### src/rtl/timer_cmp_irq_pkg.sv
// Shared register map, CTRL bit layout and defaults for the timer compare/interrupt unit.
package timer_cmp_irq_pkg;
  localparam logic [2:0] ADDR_NOW_LO = 3'd0;
  localparam logic [2:0] ADDR_NOW_HI = 3'd1;
  localparam logic [2:0] ADDR_CMP_LO = 3'd2;
  localparam logic [2:0] ADDR_CMP_HI = 3'd3;
  localparam logic [2:0] ADDR_CTRL   = 3'd4;
  localparam logic [2:0] ADDR_PERIOD = 3'd5;

  localparam int CTRL_EN   = 0;
  localparam int CTRL_PER  = 1;
  localparam int CTRL_PEND = 2;

  localparam logic [63:0] CMP_RESET_DEFAULT = 64'hFFFF_FFFF_FFFF_FFFF;

  typedef struct packed {
    logic pending;
    logic periodic;
    logic enable;
  } ctrl_t;
endpackage

### src/rtl/timer_cmp_irq_now_sampler.sv
// Stability filter on the timer count: now_s only accepts a value seen on two consecutive samples.
module now_sampler (
  input  logic        clk,
  input  logic        rst,
  input  logic [63:0] now,
  output logic [63:0] now_s
);
  logic [63:0] now_q, now_q_d;
  logic [63:0] now_s_q, now_s_d;

  always_comb begin
    now_q_d = now;
    now_s_d = now_s_q;
    // now is produced on another clock; a value that differs from the last sample may be mid-update
    if (now == now_q) now_s_d = now_q;
  end

  always_ff @(posedge clk or posedge rst) begin
    if (rst) begin
      now_q   <= '0;
      now_s_q <= '0;
    end else begin
      now_q   <= now_q_d;
      now_s_q <= now_s_d;
    end
  end

  assign now_s = now_s_q;
endmodule

### src/rtl/timer_cmp_irq.sv
// 64-bit compare/interrupt unit on a 32-bit register bus; one-shot or auto-reload compare,
// tear-free NOW reads via a high-word snapshot, and a stretched clear pulse back to the timer.
module timer_cmp_irq
  import timer_cmp_irq_pkg::*;
#(
  parameter int          CLR_CYCLES = 2,
  parameter logic [63:0] CMP_RESET  = CMP_RESET_DEFAULT
) (
  input  logic        CLK100MHZ,
  input  logic        reset,
  input  logic [63:0] now,
  input  logic        sel,
  input  logic        we,
  input  logic [2:0]  addr,
  input  logic [31:0] wdata,
  output logic [31:0] rdata,
  output logic        irq,
  output logic        timer_clr
);
  localparam int CW = $clog2(CLR_CYCLES + 1);

  logic [63:0] now_s;
  logic [63:0] cmp_q, cmp_d;
  logic [31:0] period_q, period_d;
  logic [31:0] hi_snap_q, hi_snap_d;
  logic [31:0] rdata_q, rdata_d;
  logic [CW-1:0] clr_cnt_q, clr_cnt_d;
  ctrl_t       ctrl_q, ctrl_d;
  logic        irq_q, irq_d;
  logic        timer_clr_q, timer_clr_d;
  logic        wr, rd, hit, reload;

  now_sampler u_sampler (
    .clk   (CLK100MHZ),
    .rst   (reset),
    .now   (now),
    .now_s (now_s)
  );

  always_comb begin
    wr        = sel & we;
    rd        = sel & ~we;
    hit       = ctrl_q.enable & (now_s >= cmp_q);
    reload    = hit & ctrl_q.periodic & (period_q != 32'd0);
    cmp_d     = cmp_q;
    ctrl_d    = ctrl_q;
    period_d  = period_q;
    hi_snap_d = hi_snap_q;
    rdata_d   = rdata_q;
    clr_cnt_d = (clr_cnt_q != '0) ? clr_cnt_q - 1'b1 : clr_cnt_q;

    if (reload) cmp_d = cmp_q + {32'b0, period_q};

    // A bus write to either compare half replaces the reload entirely
    if (wr) begin
      case (addr)
        ADDR_NOW_LO: clr_cnt_d = CW'(CLR_CYCLES);
        ADDR_CMP_LO: cmp_d = {cmp_q[63:32], wdata};
        ADDR_CMP_HI: cmp_d = {wdata, cmp_q[31:0]};
        ADDR_CTRL: begin
          ctrl_d.enable   = wdata[CTRL_EN];
          ctrl_d.periodic = wdata[CTRL_PER];
          if (wdata[CTRL_PEND]) ctrl_d.pending = 1'b0;
        end
        ADDR_PERIOD: period_d = wdata;
        default: ;
      endcase
    end
    if (hit) ctrl_d.pending = 1'b1;

    if (rd) begin
      case (addr)
        ADDR_NOW_LO: begin
          rdata_d   = now_s[31:0];
          hi_snap_d = now_s[63:32];
        end
        ADDR_NOW_HI: rdata_d = hi_snap_q;
        ADDR_CMP_LO: rdata_d = cmp_q[31:0];
        ADDR_CMP_HI: rdata_d = cmp_q[63:32];
        ADDR_CTRL:   rdata_d = {29'b0, ctrl_q.pending, ctrl_q.periodic, ctrl_q.enable};
        ADDR_PERIOD: rdata_d = period_q;
        default:     rdata_d = 32'd0;
      endcase
    end

    irq_d       = ctrl_q.pending & ctrl_q.enable;
    timer_clr_d = (clr_cnt_d != '0);
  end

  always_ff @(posedge CLK100MHZ or posedge reset) begin
    if (reset) begin
      cmp_q       <= CMP_RESET;
      ctrl_q      <= '0;
      period_q    <= '0;
      hi_snap_q   <= '0;
      rdata_q     <= '0;
      clr_cnt_q   <= '0;
      irq_q       <= 1'b0;
      timer_clr_q <= 1'b0;
    end else begin
      cmp_q       <= cmp_d;
      ctrl_q      <= ctrl_d;
      period_q    <= period_d;
      hi_snap_q   <= hi_snap_d;
      rdata_q     <= rdata_d;
      clr_cnt_q   <= clr_cnt_d;
      irq_q       <= irq_d;
      timer_clr_q <= timer_clr_d;
    end
  end

  assign rdata     = rdata_q;
  assign irq       = irq_q;
  assign timer_clr = timer_clr_q;
endmodule

### config.mk
export PLATFORM = sky130hd
export DESIGN_NAME = timer_cmp_irq
export DESIGN_NICKNAME = d
export VERILOG_FILES = /design/src/rtl/timer_cmp_irq_pkg.sv /design/src/rtl/timer_cmp_irq_now_sampler.sv /design/src/rtl/timer_cmp_irq.sv
export SDC_FILE = /design/constraint.sdc
export NUM_CORES = 1
export LEC_CHECK = 0
export BUFFER_PORTS_ARGS = -buffer_cell sky130_fd_sc_hd__buf_4
export CORE_MARGIN = 2
export CORE_UTILIZATION = 52
export CTS_CLUSTER_DIAMETER = 80
export DETAILED_ROUTE_END_ITERATION = 12
export GPL_TIMING_DRIVEN = 0
export MAX_ROUTING_LAYER = met4
export PLACE_DENSITY = 0.7
export SLEW_MARGIN = 5
export SYNTH_ARGS = -nofsm -noshare
export SYNTH_HDL_FRONTEND = slang
export SYNTH_SLANG_ARGS = --single-unit
### constraint.sdc
create_clock -name CLK100MHZ -period 7.5 [get_ports CLK100MHZ]
set_clock_uncertainty 0.05 [all_clocks]
set_input_delay 0 -clock CLK100MHZ [delete_from_list [all_inputs] [get_ports CLK100MHZ]]
set_output_delay 0 -clock CLK100MHZ [all_outputs]
set_load 0.02 [all_outputs]
## Word level (Yosys, flattened, before mapping)

Cells that the tools add are included.

- Output and inout bits: 34
- Logic and storage cells: 53
- Flip-flop bits (word level): 295
- Bits of input ports: 103

- Bitwise operators: 7
- Equality and inequality tests: 8
- Add/sub/neg operators: 2
- Reductions and logical operators: 11
- Magnitude comparators: 1
- Multiplexer cells: 11

Operator list:

| kind | count |
|---|---|
| $pmux W32 S6 | 1 |
| $mux W64 | 2 |
| $pmux W64 S2 | 1 |
| $add A64 B32 Y64 | 1 |
| $eq A64 B64 Y1 | 1 |
| $ge A64 B64 Y1 | 1 |
| $reduce_bool A32 Y1 | 1 |
| $reduce_bool A2 Y1 | 5 |
| $and A1 B1 Y1 | 6 |
| $eq A3 B2 Y1 const B | 2 |
| $eq A3 B3 Y1 const B | 2 |
| $mux W2 | 3 |
| $mux W3 | 2 |
| $reduce_and A2 Y1 | 3 |
| $ne A2 B2 Y1 const B | 2 |
| $eq A3 B1 Y1 const B | 1 |
| $logic_not A3 Y1 | 1 |
| $reduce_and A3 Y1 | 1 |
| $mux W1 | 2 |
| $sub A2 B1 Y2 const B | 1 |
| $not A1 Y1 | 1 |

## Depth between registers and ports, before layout

- Word-level depth: 7
- Depth in mapped cells: 14
- Depth with buffers taken out: 12

## Hierarchy

Synthesis repeated with hierarchy kept, for this count alone.

- Cell total of the unflattened synthesis: 1606
- Area total of the unflattened synthesis: 16848.7 µm²

By module, submodules not included:

| module | cells an instance | area each (µm²) | seq. area each (µm²) | instances |
|---|---|---|---|---|
| timer_cmp_irq | 1322 | 11923.9 | 4259.1 | 1 |
| now_sampler | 284 | 4924.7 | 3203.1 | 1 |

## Worst setup path after synthesis

OpenSTA, ideal clock, no wires.

- Path type: reg-to-reg
- Start: register cmp_q[38]
- End: register cmp_q[57]
- Stages on the path, launching flop included: 14
- Required time: 7382 ps
- Setup time: 68 ps
- Slack: 4167 ps
- Arrival time: 3215 ps
- Period minus slack after synthesis: 3333 ps
- Cells stage by stage: dfstp_2 clkbuf_1 inv_1 ha_1 nand4_1 nor4_1 and4_1 o311a_1 nor4b_2 or2_1 clkbuf_1 or4_4 o311a_1 nor2_1

- Word-level cells in the longest chain between the ends: 7

RTL lines:

| element | RTL line | text |
|---|---|---|
| start: declaration | timer_cmp_irq.sv:23 | `logic [63:0] cmp_q, cmp_d;` |
| start signal: assignment | timer_cmp_irq.sv:101 | `cmp_q <= cmp_d;` |
| $ge A64 B64 Y1 | timer_cmp_irq.sv:43 | `hit = ctrl_q.enable & (now_s >= cmp_q);` |
| $and A1 B1 Y1 | timer_cmp_irq.sv:43 |  |
| $and A1 B1 Y1 (2 in a row) | timer_cmp_irq.sv:44 | `reload = hit & ctrl_q.periodic & (period_q != 32'd0);` |
| $mux W64 * | timer_cmp_irq.sv:52 | `if (reload) cmp_d = cmp_q + {32'b0, period_q};` |
| $pmux W64 S2 | timer_cmp_irq.sv:56 | `case (addr)` |
| $mux W64 * | timer_cmp_irq.sv:55 | `if (wr) begin` |

Mark *: on every way between the ends. The rest lies on a longest branch, timed or not.
A chain may end at the register's enable or synchronous reset.

## Worst setup path in the final report

- Start: register cmp_q[38]
- End: register cmp_q[44]

Same word-level chain as after synthesis.

==> results.md <==
- Buffers on Ports: 136
- Share of post-route cells with drive strength above 1: 0.219
- Slew Viols, Final: 0
- Min-delay worst type: primary input to flip-flop
- Syn avg cell area: 10.3 µm²
- Clk_lat worst skew: 530 ps
- Setup TNS: 0 ps
- Pleak: 9.27 nW
- Final number of hold-violating endpoints: 0
- Via Count: 14300
- Placement Rows: 64
- Vias per cell: 6.27
- TritonCTS clock tree: done
- Pin count of the biggest net entering global routing: 41
- Syn-to-layout area delta: 22.9%
- Post-DP HPWL: 45400 µm
- Starting density of the core: 0.532
- GP Congestion: 0.971
- Crit-path max FO: 8
- Slew headroom: 0.117
- DR WL/cell: 25.6 µm
- Post-Syn Area: 16300 µm²
- Final setup viols: 0
- Grt total ovfl: 0
- Worst EP required: 7920 ps
- Post-route ant nets: 0
- Initial antenna violation count: 2
- I/O pin count: 137
- Clock sinks: 295
- Max-cap violations: 0
- Area occupied by registers: 7460 µm²
- Fin crit share: 0.641
- Status: finished, final reports clean
- # fillers: 2448
- Drc violations: 0
- Vias in the first global route: 14100
- Root Driver: clkbuf_16
- Layout net count: 2064
- Htree depth: 2
- Data arrival, critical path: 5220 ps
- Multi-input gate area: 8300 µm²
- Period minus WS final: 4800 ps
- Pre-antenna DRT Iters: 5
- Critical path class: flip-flop to flip-flop
- Initial drt markers: 1263
- First-pass GRT wire length: 87300 µm
- Drt total wl: 58400 µm
- Slew @ Worst Pin: 1310 ps
- Fmax: 208 MHz
- Synth Net Count: 1784
- Global-route usage over all layers: 0.366
- EDFF count, synth: 0
- Startpoint Class: flip-flop
- CTS clk-pin slew, worst paths: 60 ps
- Total power draw: 5.13 mW
- Worst VDD drop: 0.000165 V
- Crit. End Element: flip-flop
- RSZ-0062 raised after global routing: no
- Synthesized flop and latch total: 295
- Die Y-Extent: 181 µm
- CTS Buf Count: 34
- Die span in x: 181 µm
- Clk buf depth: 3
- Core footprint: 30700 µm²
- Netlist cell types: 71
- Die area: 32900 µm²
- Post-synthesis sequential area ratio: 0.457
- Mapped Cells: 1584
- Async S/R FF share, synth: 1.00
- Ys Warns: 0
- Pwr dens: 255 nW/µm²
- Main synth FF type: dfrtp_1
==> area by class of cell <==
class                      count  area share
timing repair buffer         244       0.109
inverter                      83      0.0157
buffer                        72      0.0136
sequential                   295       0.371
clock inverter                13     0.00604
clock buffer                  42      0.0469
multi-input combinational   1134       0.413
tap                          396      0.0247
antenna                        2    0.000249
==> path summary, 6_finish.rpt <==
check | from | endpoint | slack, ps | cells past startpoint
worst max-delay path | cmp_q[38] | cmp_q[44] | 2700 | 12
worst min-delay path | addr[1] | rdata[25] | 60 | 3
worst max register to register | cmp_q[38] | cmp_q[44] | 2700 | 12
worst min register to register | clr_cnt_q[0] | clr_cnt_q[0] | 390 | 1
max in group asynchronous | reset | cmp_q[3] | 5670 | 7
min in group asynchronous | reset | hi_snap_q[25] | 600 | 4
==> cell usage in the layout (no fill, tap or decap), drive strengths merged, types with 5 or more instances in the layout <==
cell,n
mux2i,35
nand4,44
mux2,138
clkbuf,103
or2,6
o221ai,5
o311a,5
o21ai,109
a31oi,9
o31a,6
nand2,130
a21o,20
a22oi,17
nor3,26
nand3,34
inv,83
and4,5
buf,155
o21bai,7
xnor2,85
a21oi,94
ha,96
o22ai,27
nor4,26
nor2,63
and3,13
or3,9
dfstp,64
xor2,8
clkinv,9
a311oi,5
dfrtp,231
and2,8
o31ai,6
o211ai,13
nand2b,8
a221oi,24
dlygate4sd3,100
o21a,8
nor2b,5
==> worst max-delay path: stages (launching register included) <==
cell and delay (ps):
dfstp_2 510, clkbuf_1 320, inv_1 110, ha_1 330
nand4_1 180, nor4_1 320, and4_1 370, o311a_1 250
nor4b_2 100, nor3_1 980, o21ai_1 630, nor4_1 410
o31a_1 150
==> repair_timing <==
item,in CTS,in global routing
hold buffers,100,0
hold endpoints to repair,229,0
setup buffers,0,0
endpoints found under the setup margin,0,0
gates resized for setup,0,0
==> where the power goes <==
| group | leakage [nW] | internal (mW) | switching (mW) |
|---|---|---|---|
| combinational | 5.07 | 0.606 | 0.848 |
| clock | 0.524 | 0.928 | 0.681 |
| sequential | 3.67 | 1.81 | 0.257 |
==> registers in the layout, indices dropped and copies added (netlist names) <==
name / count
timer_clr: 1
cmp_q: 64
hi_snap_q: 32
clr_cnt_q: 2
rdata: 32
u_sampler.now_q: 64
u_sampler.now_s: 64
ctrl_q: 3
irq: 1
period_q: 32
==> through the flow <==
step            util  hold WS (ps)  setup WS [ps]  cells  cell area (µm²)
2_1_floorplan      -         -18.6           3590   1584            16300
3_3_place_gp   0.581          75.1           1850   2116            17900
3_5_place_dp   0.586         -22.6           2820   2124            18000
4_1_cts        0.653          47.7           2790   2279            20100
5_1_grt        0.653          81.2           2560   2281            20100
6_report       0.653          62.0           2700   2281            20100
==> synth_stat cells, drive strengths merged (44+ instances only) <==
cell,n,area (µm²)
ha,96,1200
mux2,138,1550
o21ai,109,546
nand2,130,488
a21oi,94,470
nand4,44,282
clkbuf,61,229
inv,83,312
dfrtp,231,5780
dfstp,64,1680
xnor2,85,744
nor2,63,239
==> metal layers <==
metal | wire length, µm | track usage
met3 | 4990 | 0.0566
met2 | 26400 | 0.560
met1 | 25300 | 0.509
met4 | 1740 | 0.104
met5 | 0 | -
==> cell families (layout without fill, tap and decap cells) <==
kind of cell,after synthesis,count (layout),share of synthesized area
AOI/OAI and AO/OA,386,386,0.150
DFF,295,295,0.457
other,0,2,0
adders and majority gates,97,97,0.0747
buffers and inverters,155,454,0.0357
xor gates and xnor gates,93,93,0.0498
muxes,173,173,0.117
and+or+nand+nor,385,385,0.117
Note: power is estimated with default switching activity, not from simulation.
